$ cat config.mk
export PLATFORM = sky130hd
export DESIGN_NAME = fp_add_arbiter
export DESIGN_NICKNAME = d
export VERILOG_FILES = /design/src/rtl/fp_add_arbiter.sv
export SDC_FILE = /design/constraint.sdc
export NUM_CORES = 1
export LEC_CHECK = 0
export ABC_AREA = 1
export ABC_CLOCK_PERIOD_IN_PS = 2000
export BUFFER_PORTS_ARGS = -buffer_cell sky130_fd_sc_hd__buf_2
export CORE_AREA = 3 3 156 158
export CTS_BUF_LIST = sky130_fd_sc_hd__clkbuf_8
export DETAILED_ROUTE_END_ITERATION = 6
export DIE_AREA = 0 0 159 161
export GPL_TIMING_DRIVEN = 0
export SLEW_MARGIN = 20
export SYNTH_ARGS = -nofsm -noshare
export SYNTH_HDL_FRONTEND = slang
export SYNTH_SLANG_ARGS = --single-unit
$ cat constraint.sdc
create_clock -name clk -period 2 [get_ports clk]
set_clock_uncertainty 0.2 [all_clocks]
set_input_delay 0.6 -clock clk [delete_from_list [all_inputs] [get_ports clk]]
set_output_delay 0.6 -clock clk [all_outputs]
set_load 0.03 [all_outputs]
$ cat src/rtl/fp_add_arbiter.sv
// Round-robin arbiter sharing one FP adder among NREQ requesters (IDLE/ISSUE/WAIT/RESP).
// Optional WAIT timeout enabled by defining FP_ADD_ARB_TIMEOUT_EN (adds the timeout port).
module fp_add_arbiter #(
  parameter int unsigned NREQ         = 4,
  parameter int unsigned EXPBITS      = 8,
  parameter int unsigned MANTISSABITS = 23,
  parameter int unsigned TIMEOUT      = 63,
  localparam int unsigned W           = 1 + EXPBITS + MANTISSABITS
) (
  input  logic              clk,
  input  logic              rst_n,
  input  logic [NREQ-1:0]   req,
  input  logic [NREQ*W-1:0] op_a,
  input  logic [NREQ*W-1:0] op_b,
  output logic [NREQ-1:0]   grant,
  output logic [NREQ-1:0]   resp_valid,
  output logic [W-1:0]      result,
  output logic              busy,
  output logic              add_go,
  output logic [W-1:0]      add_a,
  output logic [W-1:0]      add_b,
  input  logic              add_done,
`ifdef FP_ADD_ARB_TIMEOUT_EN
  input  logic [W-1:0]      add_result,
  output logic              timeout
`else
  input  logic [W-1:0]      add_result
`endif
);

  localparam int unsigned IW = $clog2(NREQ);

  if (NREQ < 2 || NREQ > 8 || TIMEOUT < 1) begin : g_param_check
    $error("fp_add_arbiter: parameter out of range");
  end

  typedef enum logic [1:0] {
    S_IDLE,
    S_ISSUE,
    S_WAIT,
    S_RESP
  } state_t;

  state_t        state;
  logic [IW-1:0] win;
  logic [IW-1:0] last;

  logic          found;
  logic [IW-1:0] pick;
  logic [IW:0]   cand;
  logic [W-1:0]  sel_a;
  logic [W-1:0]  sel_b;

  function automatic logic [NREQ-1:0] onehot(input logic [IW-1:0] idx);
    logic [NREQ-1:0] v;
    v      = '0;
    v[idx] = 1'b1;
    return v;
  endfunction

  // Search from last+1 upward with wrap; candidate stays below 2*NREQ so one subtract folds it.
  always_comb begin
    found = 1'b0;
    pick  = '0;
    cand  = '0;
    for (int unsigned i = 0; i < NREQ; i++) begin
      cand = {1'b0, last} + (IW+1)'(i + 1);
      if (cand >= (IW+1)'(NREQ)) begin
        cand = cand - (IW+1)'(NREQ);
      end
      if (!found && req[cand[IW-1:0]]) begin
        found = 1'b1;
        pick  = cand[IW-1:0];
      end
    end
  end

  always_comb begin
    sel_a = '0;
    sel_b = '0;
    for (int unsigned i = 0; i < NREQ; i++) begin
      if (pick == IW'(i)) begin
        sel_a = op_a[i*W +: W];
        sel_b = op_b[i*W +: W];
      end
    end
  end

`ifdef FP_ADD_ARB_TIMEOUT_EN
  localparam int unsigned CW = $clog2(TIMEOUT + 1);
  logic [CW-1:0] cnt;
`endif

  always_ff @(posedge clk or negedge rst_n) begin
    if (!rst_n) begin
      state      <= S_IDLE;
      win        <= '0;
      last       <= IW'(NREQ - 1);
      grant      <= '0;
      resp_valid <= '0;
      result     <= '0;
      busy       <= 1'b0;
      add_go     <= 1'b0;
      add_a      <= '0;
      add_b      <= '0;
`ifdef FP_ADD_ARB_TIMEOUT_EN
      timeout    <= 1'b0;
      cnt        <= '0;
`endif
    end else begin
      grant      <= '0;
      resp_valid <= '0;
      add_go     <= 1'b0;
`ifdef FP_ADD_ARB_TIMEOUT_EN
      timeout    <= 1'b0;
`endif
      case (state)
        S_IDLE: begin
          if (found) begin
            win    <= pick;
            add_a  <= sel_a;
            add_b  <= sel_b;
            grant  <= onehot(pick);
            add_go <= 1'b1;
            busy   <= 1'b1;
            state  <= S_ISSUE;
          end
        end
        S_ISSUE: begin
`ifdef FP_ADD_ARB_TIMEOUT_EN
          cnt   <= '0;
`endif
          state <= S_WAIT;
        end
        S_WAIT: begin
          if (add_done) begin
            result     <= add_result;
            resp_valid <= onehot(win);
            state      <= S_RESP;
          end
`ifdef FP_ADD_ARB_TIMEOUT_EN
          // cnt holds completed WAIT cycles, so this fires on the TIMEOUT-th one.
          else if (cnt == CW'(TIMEOUT - 1)) begin
            result     <= '0;
            timeout    <= 1'b1;
            resp_valid <= onehot(win);
            state      <= S_RESP;
          end else begin
            cnt <= cnt + 1'b1;
          end
`endif
        end
        S_RESP: begin
          last  <= win;
          busy  <= 1'b0;
          state <= S_IDLE;
        end
        default: begin
          busy  <= 1'b0;
          state <= S_IDLE;
        end
      endcase
    end
  end

endmodule
==> flow_summary.ini <==
[synthesis]
ys_types = 29
synth_nets = 1219
ys_seq_area_share_pct = 42.2
synth_top_area_share_pct = 41.4
avgSynthCellArea_sq_um = 7.21
ys_seq_elements = 112
syn_area_sq_um = 6640
ys_warn_count = 0
yosys-top-cells-area = dfrtp_1, nand2_1, nand3_1
syn_inst = 921
synth_area_leader_cell = dfrtp_1

[detailed_routing]
viasPerCell = 4.71
drtAntennaViolNets = 0
drt_iter0_drc = 484
drt_wl_total_mm = 29.5
drc = 0
first_pass_iters = 5
vias = 7923
wl_per_cell_microns = 17.5

[place]
dp_cells = 1641
io_buffer_count = 400
pre_cts_slack_ns = -0.982
gp_congestion = 0.914
dpl.hpwl_mm = 22.6

[sta]
relSlewSlack_pct = 66.0
finalHoldViolations = 0
period_share_pct = 123
rsz0062_at_grt = true
setup_viol = 72
timing.hold.ws_ns = 0.213
fin_ws_ns = -0.467
max_freq_mhz = 405
period_needed_ns = 2.47
tightestPinTransition_ns = 0.510
timing.final.max_slew_violations = 0

[run_status]
status = finished with violations
violations = setup timing

[flow_run]
maxCapViolCount = 0

[pwr]
totalPowerFinal_mw = 23.8
sequentialPowerShare_pct = 16.7
combPwrFrac_pct = 77.1
swShare_pct = 54.5
switchingPower_mw = 12.9
power.clock.fraction_pct = 6.2
p_int_mw = 10.8
p_per_area_nw_per_um2 = 2270
ir_worst_vdd_v = 0.00120
leakage_nw = 5.63

[clock_tree]
clkSinkCount = 112
tritoncts = built
clk_pin_slew_ns = 0.13
root_buffer = clkbuf_8
h-tree-depth = 3
insertion_delay_ns = 0.40
numCtsBuffers = 9
cts_buffer_depth = 2

[layout]
final_common_cell = buf_2
layoutNonFillerInstCount = 1683
layout-drive-gt1-share_pct = 48.3
final_cell_mix = buf_2, nand2_1, dfrtp_1
finalNetCount = 1657
diodes = 0
syn_to_final_growth_pct = 57.4

[die]
core_sq_um = 23300
initial_utilization_pct = 28.6
rows = 56
io_pins = 401
die_w_microns = 159
die_area_sq_um = 25600
fp.dieH_microns = 161

[setup_path]
crit_chain = inv_4, nand2_2, nand2_2, nand2_4, nand2_4, nor2_4, nand3_4, nand2_4, nand2_8, clkbuf_4, o21ai_0, nand3_1, nand2_1, nand2_1
crit_start = last[0]$_DFFE_PN1P_
ff2ff_setup_slack_ns = -0.47
cpLargestDelayFamily = simple AND/OR/NAND/NOR gates
rr_worst_depth = 14
slowest_stage = dfstp_2
critPathMaxFanout = 10
worst_ep_required_time_ns = 2.10
rr_startpoint = last[0]$_DFFE_PN1P_
cp-end-kind = flip-flop
reg2reg_to = add_a[20]$_DFFE_PN0P_
cp-endpoint = add_a[20]$_DFFE_PN0P_
slowest_delay_ns = 0.62
cp-start-kind = flip-flop
worst-path-buf-inv = 2
cp.depth = 14
worstSetupPathType = reg -> reg
arrival_ns = 2.57
crit_top_cell = nand2_4

[global_route]
grt_pass1_wl_mm = 45.4
grt_max_degree = 65
overflow = 0
grtUsageTotal_pct = 22.5
antenna_found_initial = 1
grt_pass1_vias = 8280

[worst_hold_path]
min_path_type = in -> reg
how the worst min path moves through the flow:
stage                     slack [ns]  cells past startpoint               endpoint                  start
after floorplan                 0.10                      0   add_a[0]$_DFFE_PN0P_                  rst_n
after global placement          0.26                      2   add_a[9]$_DFFE_PN0P_   add_a[9]$_DFFE_PN0P_
after detailed placement        0.26                      2  add_a[18]$_DFFE_PN0P_  add_a[18]$_DFFE_PN0P_
after CTS                       0.17                      3  add_b[27]$_DFFE_PN0P_              op_b[123]
after global routing            0.19                      2  result[4]$_DFFE_PN0P_          add_result[4]
final                           0.21                      3  add_b[27]$_DFFE_PN0P_              op_b[123]
tightest hold or removal path: stages:
cell and delay [ns]:
buf_2 0.07, nand2_1 0.04, nand3_1 0.07
flip-flops by register name (all words and copies together) (netlist names):
signal / cells
win: 2
result: 32
busy: 1
add_go: 1
grant: 4
state: 2
resp_valid: 4
last: 2
add_a: 32
add_b: 32
stage by stage:
step / setup TNS (ns) / util, % / instance area, sq um
final: -28.26 / 44.9 / 10500
after global routing: -39.04 / 44.9 / 10500
after CTS: -27.27 / 43.9 / 10200
after detailed placement: -65.23 / 39.6 / 9220
after global placement: -210.52 / 39.5 / 9190
after floorplan: -13.21 / - / 6790
power by group through the flow:
stage | registers [mW] | clock network, mW | logic, mW
floorplan | 6.00 | 0 | 8.04
global route | 4.11 | 1.65 | 20.0
global placement | 3.99 | 0 | 14.5
finish | 3.96 | 1.48 | 18.3
CTS | 3.97 | 1.57 | 17.7
detailed placement | 4.01 | 0 | 14.7
cell type report:
class	instances	area [sq um]
Timing Repair Buffer	429	2390
Tap cell	319	399
Sequential cell	112	2810
Clock inverter	7	93.8
Buffer	59	612
Clock buffer	9	124
Multi-Input combinational cell	670	3720
Inverter	78	313
Fill cell	2460	12800
synthesized netlist by cell type:
master,number
nand3_1,115
nor2_1,106
ha_1,3
buf_2,28
nor2_8,1
nor3_1,6
nor2_4,1
nand4_1,56
inv_1,73
clkbuf_1,17
o21ai_0,37
dfrtp_1,110
mux2_2,32
inv_4,1
buf_6,5
a21boi_1,1
buf_1,1
dfstp_2,2
o21ai_1,15
clkbuf_2,1
inv_2,3
clkinv_1,1
buf_4,9
nand2_1,285
nor2_2,1
nand2_2,2
nand2_4,3
a21oi_1,5
nand3b_1,1
per-layer routing:
layer | global-route usage (%) | vias up | share of wire [%]
li1 | - | 3865 | -
met1 | 26.8 | 3643 | 40
met2 | 40.1 | 371 | 50
met3 | 5.13 | 44 | 7.3
met4 | 7.88 | 0 | 2.7
met5 | 0 | - | 0
what timing repair did:
item,4_1_cts,5_1_grt
hold endpoints to repair,48,0
setup buffers,13,5
pin swaps,37,18
gates cloned,7,2
endpoints found under the setup margin,99,90
gates resized for setup,172,68
hold buffers,1,0
kinds of logic after synthesis:
kind of cell | synth area share (%)
muxes | 5.42
DFF | 42.2
buffers and inverters | 9.51
and+or+nand+nor | 37.9
adders and majority gates | 0.565
AOI/OAI and AO/OA | 4.41
(Power assumes the default switching activity.)
